==> config.mk <==
export PLATFORM = sky130hd
export DESIGN_NAME = alu_share_arbiter
export DESIGN_NICKNAME = d
export VERILOG_FILES = /design/src/rtl/alu_share_arbiter.sv
export SDC_FILE = /design/constraint.sdc
export NUM_CORES = 1
export LEC_CHECK = 0
export ABC_AREA = 1
export CAP_MARGIN = 25
export CORE_MARGIN = 10
export CORE_UTILIZATION = 30
export DETAILED_ROUTE_END_ITERATION = 10
export GPL_TIMING_DRIVEN = 0
export PLACE_DENSITY_LB_ADDON = 0.12
export SLEW_MARGIN = 40
export SYNTH_ARGS = -nofsm -noshare
export SYNTH_HDL_FRONTEND = slang
export SYNTH_SLANG_ARGS = --single-unit
==> constraint.sdc <==
create_clock -name clk -period 1.7 [get_ports clk]
set_input_delay 0.255 -clock clk [delete_from_list [all_inputs] [get_ports clk]]
set_output_delay 0.255 -clock clk [all_outputs]
set_load 0.01 [all_outputs]
==> src/rtl/alu_share_arbiter.sv <==
// Round-robin sharing of one external combinational ALU between two requesters,
// with a single registered response slot and a saturating drain counter.
module alu_share_arbiter #(
    parameter int unsigned ALU_WIDTH = 32,
    parameter int unsigned CNT_WIDTH = 16
) (
    input  logic                 clk,
    input  logic                 rst,
    input  logic                 req0_valid,
    output logic                 req0_ready,
    input  logic [ALU_WIDTH-1:0] req0_op1,
    input  logic [ALU_WIDTH-1:0] req0_op2,
    input  logic [3:0]           req0_alu_op,
    input  logic                 req1_valid,
    output logic                 req1_ready,
    input  logic [ALU_WIDTH-1:0] req1_op1,
    input  logic [ALU_WIDTH-1:0] req1_op2,
    input  logic [3:0]           req1_alu_op,
    output logic                 rsp0_valid,
    input  logic                 rsp0_ready,
    output logic                 rsp1_valid,
    input  logic                 rsp1_ready,
    output logic [ALU_WIDTH-1:0] rsp_result,
    output logic [ALU_WIDTH-1:0] alu_op1,
    output logic [ALU_WIDTH-1:0] alu_op2,
    output logic [3:0]           alu_alu_op,
    input  logic [ALU_WIDTH-1:0] alu_result,
    output logic [CNT_WIDTH-1:0] op_count
);

    typedef enum logic {
        EMPTY = 1'b0,
        HOLD  = 1'b1
    } state_t;

    localparam logic [CNT_WIDTH-1:0] CNT_MAX = '1;

    state_t state;
    logic   owner;
    logic   last_grant;
    logic   owner_ready;
    logic   can_accept;
    logic   grant0;
    logic   grant1;
    logic   accept;
    logic   drain;

    // Slot is free when empty or when the current owner drains this cycle.
    always_comb begin
        owner_ready = owner ? rsp1_ready : rsp0_ready;
        can_accept  = (state == EMPTY) || owner_ready;
        drain       = (state == HOLD) && owner_ready;
        grant0      = 1'b0;
        grant1      = 1'b0;
        if (can_accept) begin
            if (req0_valid && req1_valid) begin
                grant0 = last_grant;
                grant1 = !last_grant;
            end else begin
                grant0 = req0_valid;
                grant1 = req1_valid;
            end
        end
        accept = grant0 || grant1;
    end

    always_comb begin
        alu_op1    = '0;
        alu_op2    = '0;
        alu_alu_op = 4'd0;
        if (grant0) begin
            alu_op1    = req0_op1;
            alu_op2    = req0_op2;
            alu_alu_op = req0_alu_op;
        end else if (grant1) begin
            alu_op1    = req1_op1;
            alu_op2    = req1_op2;
            alu_alu_op = req1_alu_op;
        end
    end

    assign req0_ready = grant0;
    assign req1_ready = grant1;
    assign rsp0_valid = (state == HOLD) && !owner;
    assign rsp1_valid = (state == HOLD) && owner;

    always_ff @(posedge clk) begin
        if (rst) begin
            state      <= EMPTY;
            owner      <= 1'b0;
            last_grant <= 1'b1;
            rsp_result <= '0;
            op_count   <= '0;
        end else begin
            if (accept) begin
                state      <= HOLD;
                owner      <= grant1;
                last_grant <= grant1;
                rsp_result <= alu_result;
            end else if (drain) begin
                state <= EMPTY;
            end
            if (drain && (op_count != CNT_MAX)) begin
                op_count <= op_count + CNT_WIDTH'(1);
            end
        end
    end

endmodule
==> results.cfg <==
[outcome]
status = finished with violations
violations = setup timing

[floorplan]
fp.dieW_um = 120
die_h_um = 120
ios = 294
core_area_mm2 = 0.00977
row_count = 36
initial_utilization_pct = 30.7
dieArea_mm2 = 0.0144

[detailed_routing]
wl_per_cell_um = 20.7
ant_nets = 0
vias_per_cell = 4.87
drt_iter0_markers = 266
first_pass_iters = 4
post-route-drc-count = 0
vias = 4133
drt_wl_total_mm = 17.6

[global_route]
grt_pass1_vias = 4172
antenna_found_initial = 2
overflow = 0
grt_usage_pct = 22.4
grt_max_degree = 15
grt_pass1_wl_mm = 25.4

[synthesis]
ys_ff_latch = 51
synth_top_area_cell = dfxtp_1
synth_ff_type = dfxtp_1
synth_common_cells = 99 x nor2_1, 68 x a22o_1, 56 x nand2_1
yosysWarnings = 0
async_flop_share_pct = 0
seq_area_frac_synth_pct = 34.0
post-synth-top-count-cell = nor2_1
synth_edf_count = 0
synth.distinct_cells = 24
syn_nets = 583
synth_cells = 408
syn_area_per_cell_um2 = 7.35
synth_top_area_share_pct = 34.0
syn_area_mm2 = 0.00300
yosys-top-cells-area = dfxtp_1 34%, a22o_1 20%, nor2_1 12%

[timing]
finalHoldViolations = 0
worst_pin_slew_ns = 0.436
slew_headroom_pct = 70.9
maxSlewViolCount = 0
fin_ws_ns = -0.120
finalClockSkew_ns = 0.00843
setup_tns_ns = -6.01
setup_viol = 68
fmax_mhz = 549
fin_crit_sh_pct = 107
fin_crit_ns = 1.82
rsz0062_at_grt = true

[cells_and_area]
register_area_mm2 = 0.00103
nNetsFinal = 888
multi_input_area_mm2 = 0.00178
drive_gt1_share_pct = 18.1
area_growth_pct = 110
fillers = 884
design_area_mm2 = 0.00630

[power_and_ir_drop]
total_power_mw = 3.96
leakagePower_nw = 2.70
vdd_drop_max_uv = 513
p_per_area_mw_per_mm2 = 629

[critical_path]
cp-end-kind = output pin
arrival_ns = 1.56
cp.required_ns = 1.44
worstPathMaxFanout = 10
path_class = reg -> out
startpoint_type = flop

[clock_network]
cts_tree = done
cts_inserted_buffers = 5
cts.clk_slew.worst_paths_ns = 0.08
insertion_delay_ns = 0.30
postCtsHoldBufs = 0
cts_max_level = 2
cts.sinks = 51
clk_path_buf_depth = 2
clockRootBuffer = clkbuf_8

[placement]
hpwl_mm = 14.7
place_congestion = 0.950
placed_cell_area_mm2 = 0.00609
port_buffers = 292

[min_path]
min_path_type = in -> reg

[run]
cap_violations = 0
routing by layer:
layer | track usage (%) | share of wire, % | vias up
met5 | 0 | 0 | -
met4 | 4.07 | 1.0 | 0
met3 | 9.14 | 11 | 13
met2 | 38.9 | 50 | 191
met1 | 25.6 | 37 | 1914
li1 | - | - | 2015
power by group:
group | total (mW) | internal [mW] | switching, mW | leakage (nW)
registers | 1.35 | 1.29 | 0.0609 | 0.421
clock network | 0.810 | 0.432 | 0.378 | 0.0513
logic | 1.80 | 1.05 | 0.755 | 2.23
total | 3.96 | 2.77 | 1.19 | 2.70
through the flow:
stage,worst slack [ns],hold WS [ns],util [%],std cells
2_1_floorplan,0.188,0.390,-,408
3_3_place_gp,-0.834,0.473,62.3,833
3_5_place_dp,-0.877,0.487,62.3,833
4_1_cts,-0.155,0.335,63.8,846
5_1_grt,-0.191,0.365,64.4,846
6_report,-0.120,0.338,64.4,849
flip-flops by register name, indices dropped and copies added, names as in the netlist:
signal	count
owner	1
last_grant	1
state	1
op_count	16
rsp_result	32
final timing paths:
kind                                    start             to  slack, ns  cells after the start
worst max-delay path                    owner    alu_op1[23]      -0.12                      9
worst min-delay path                      rst          owner       0.34                      2
worst max register to register   op_count[10]    op_count[5]       0.15                      8
worst min register to register  rsp_result[7]  rsp_result[7]       0.51                      2
cells by family after synthesis:
| logic type | count (synthesis) | share of synthesized area (%) |
|---|---|---|
| DFF | 51 | 34.0 |
| AOI/OAI and AO/OA | 119 | 28.6 |
| and+or+nand+nor | 187 | 26.9 |
| adders and majority gates | 1 | 0.417 |
| buffers and inverters | 48 | 9.47 |
| xor gates and xnor gates | 2 | 0.584 |
area by class of cell:
class                      instances  share of cell area (%)
clock buffer                       6                    1.15
buffer                            25                    4.17
timing repair buffer             298                    45.2
multi-input combinational        309                    28.2
inverter                          23                    1.73
sequential                        51                    16.3
tap                              133                    2.64
antenna                            3                   0.119
clock inverter                     1                   0.477
placed cells by master (no fill, tap or decap), drive strengths merged:
cell,netlist,final
nor2,103,103
a21boi,2,2
inv,23,23
nand4,4,4
clkbuf,5,11
buf,20,96
o21ai,35,35
bufinv,0,1
o211ai,1,1
dlymetal6s2s,0,1
nand3,15,15
a22o,68,68
dfxtp,51,51
ha,1,1
diode,0,3
nand2,65,65
clkdlybuf4s50,0,216
a21oi,13,13
xor2,2,2
dlygate4sd2,0,5
worst max-delay path, cell delays in order, from the launching register on:
cell and delay, ns:
dfxtp_2 0.34, inv_2 0.06, nand2_4 0.05, nand2_4 0.08
nand2_8 0.08, nand2_8 0.09, inv_12 0.05, buf_8 0.14
a22o_4 0.25, buf_6 0.12
repair_timing:
item,4_1_cts,5_1_grt
endpoints found under the setup margin,73,83
gates cloned,1,0
pin swaps,3,4
gates resized for setup,365,15
hold endpoints to repair,0,0
setup buffers,5,0
No activity file was read; power rests on OpenSTA's default activity.
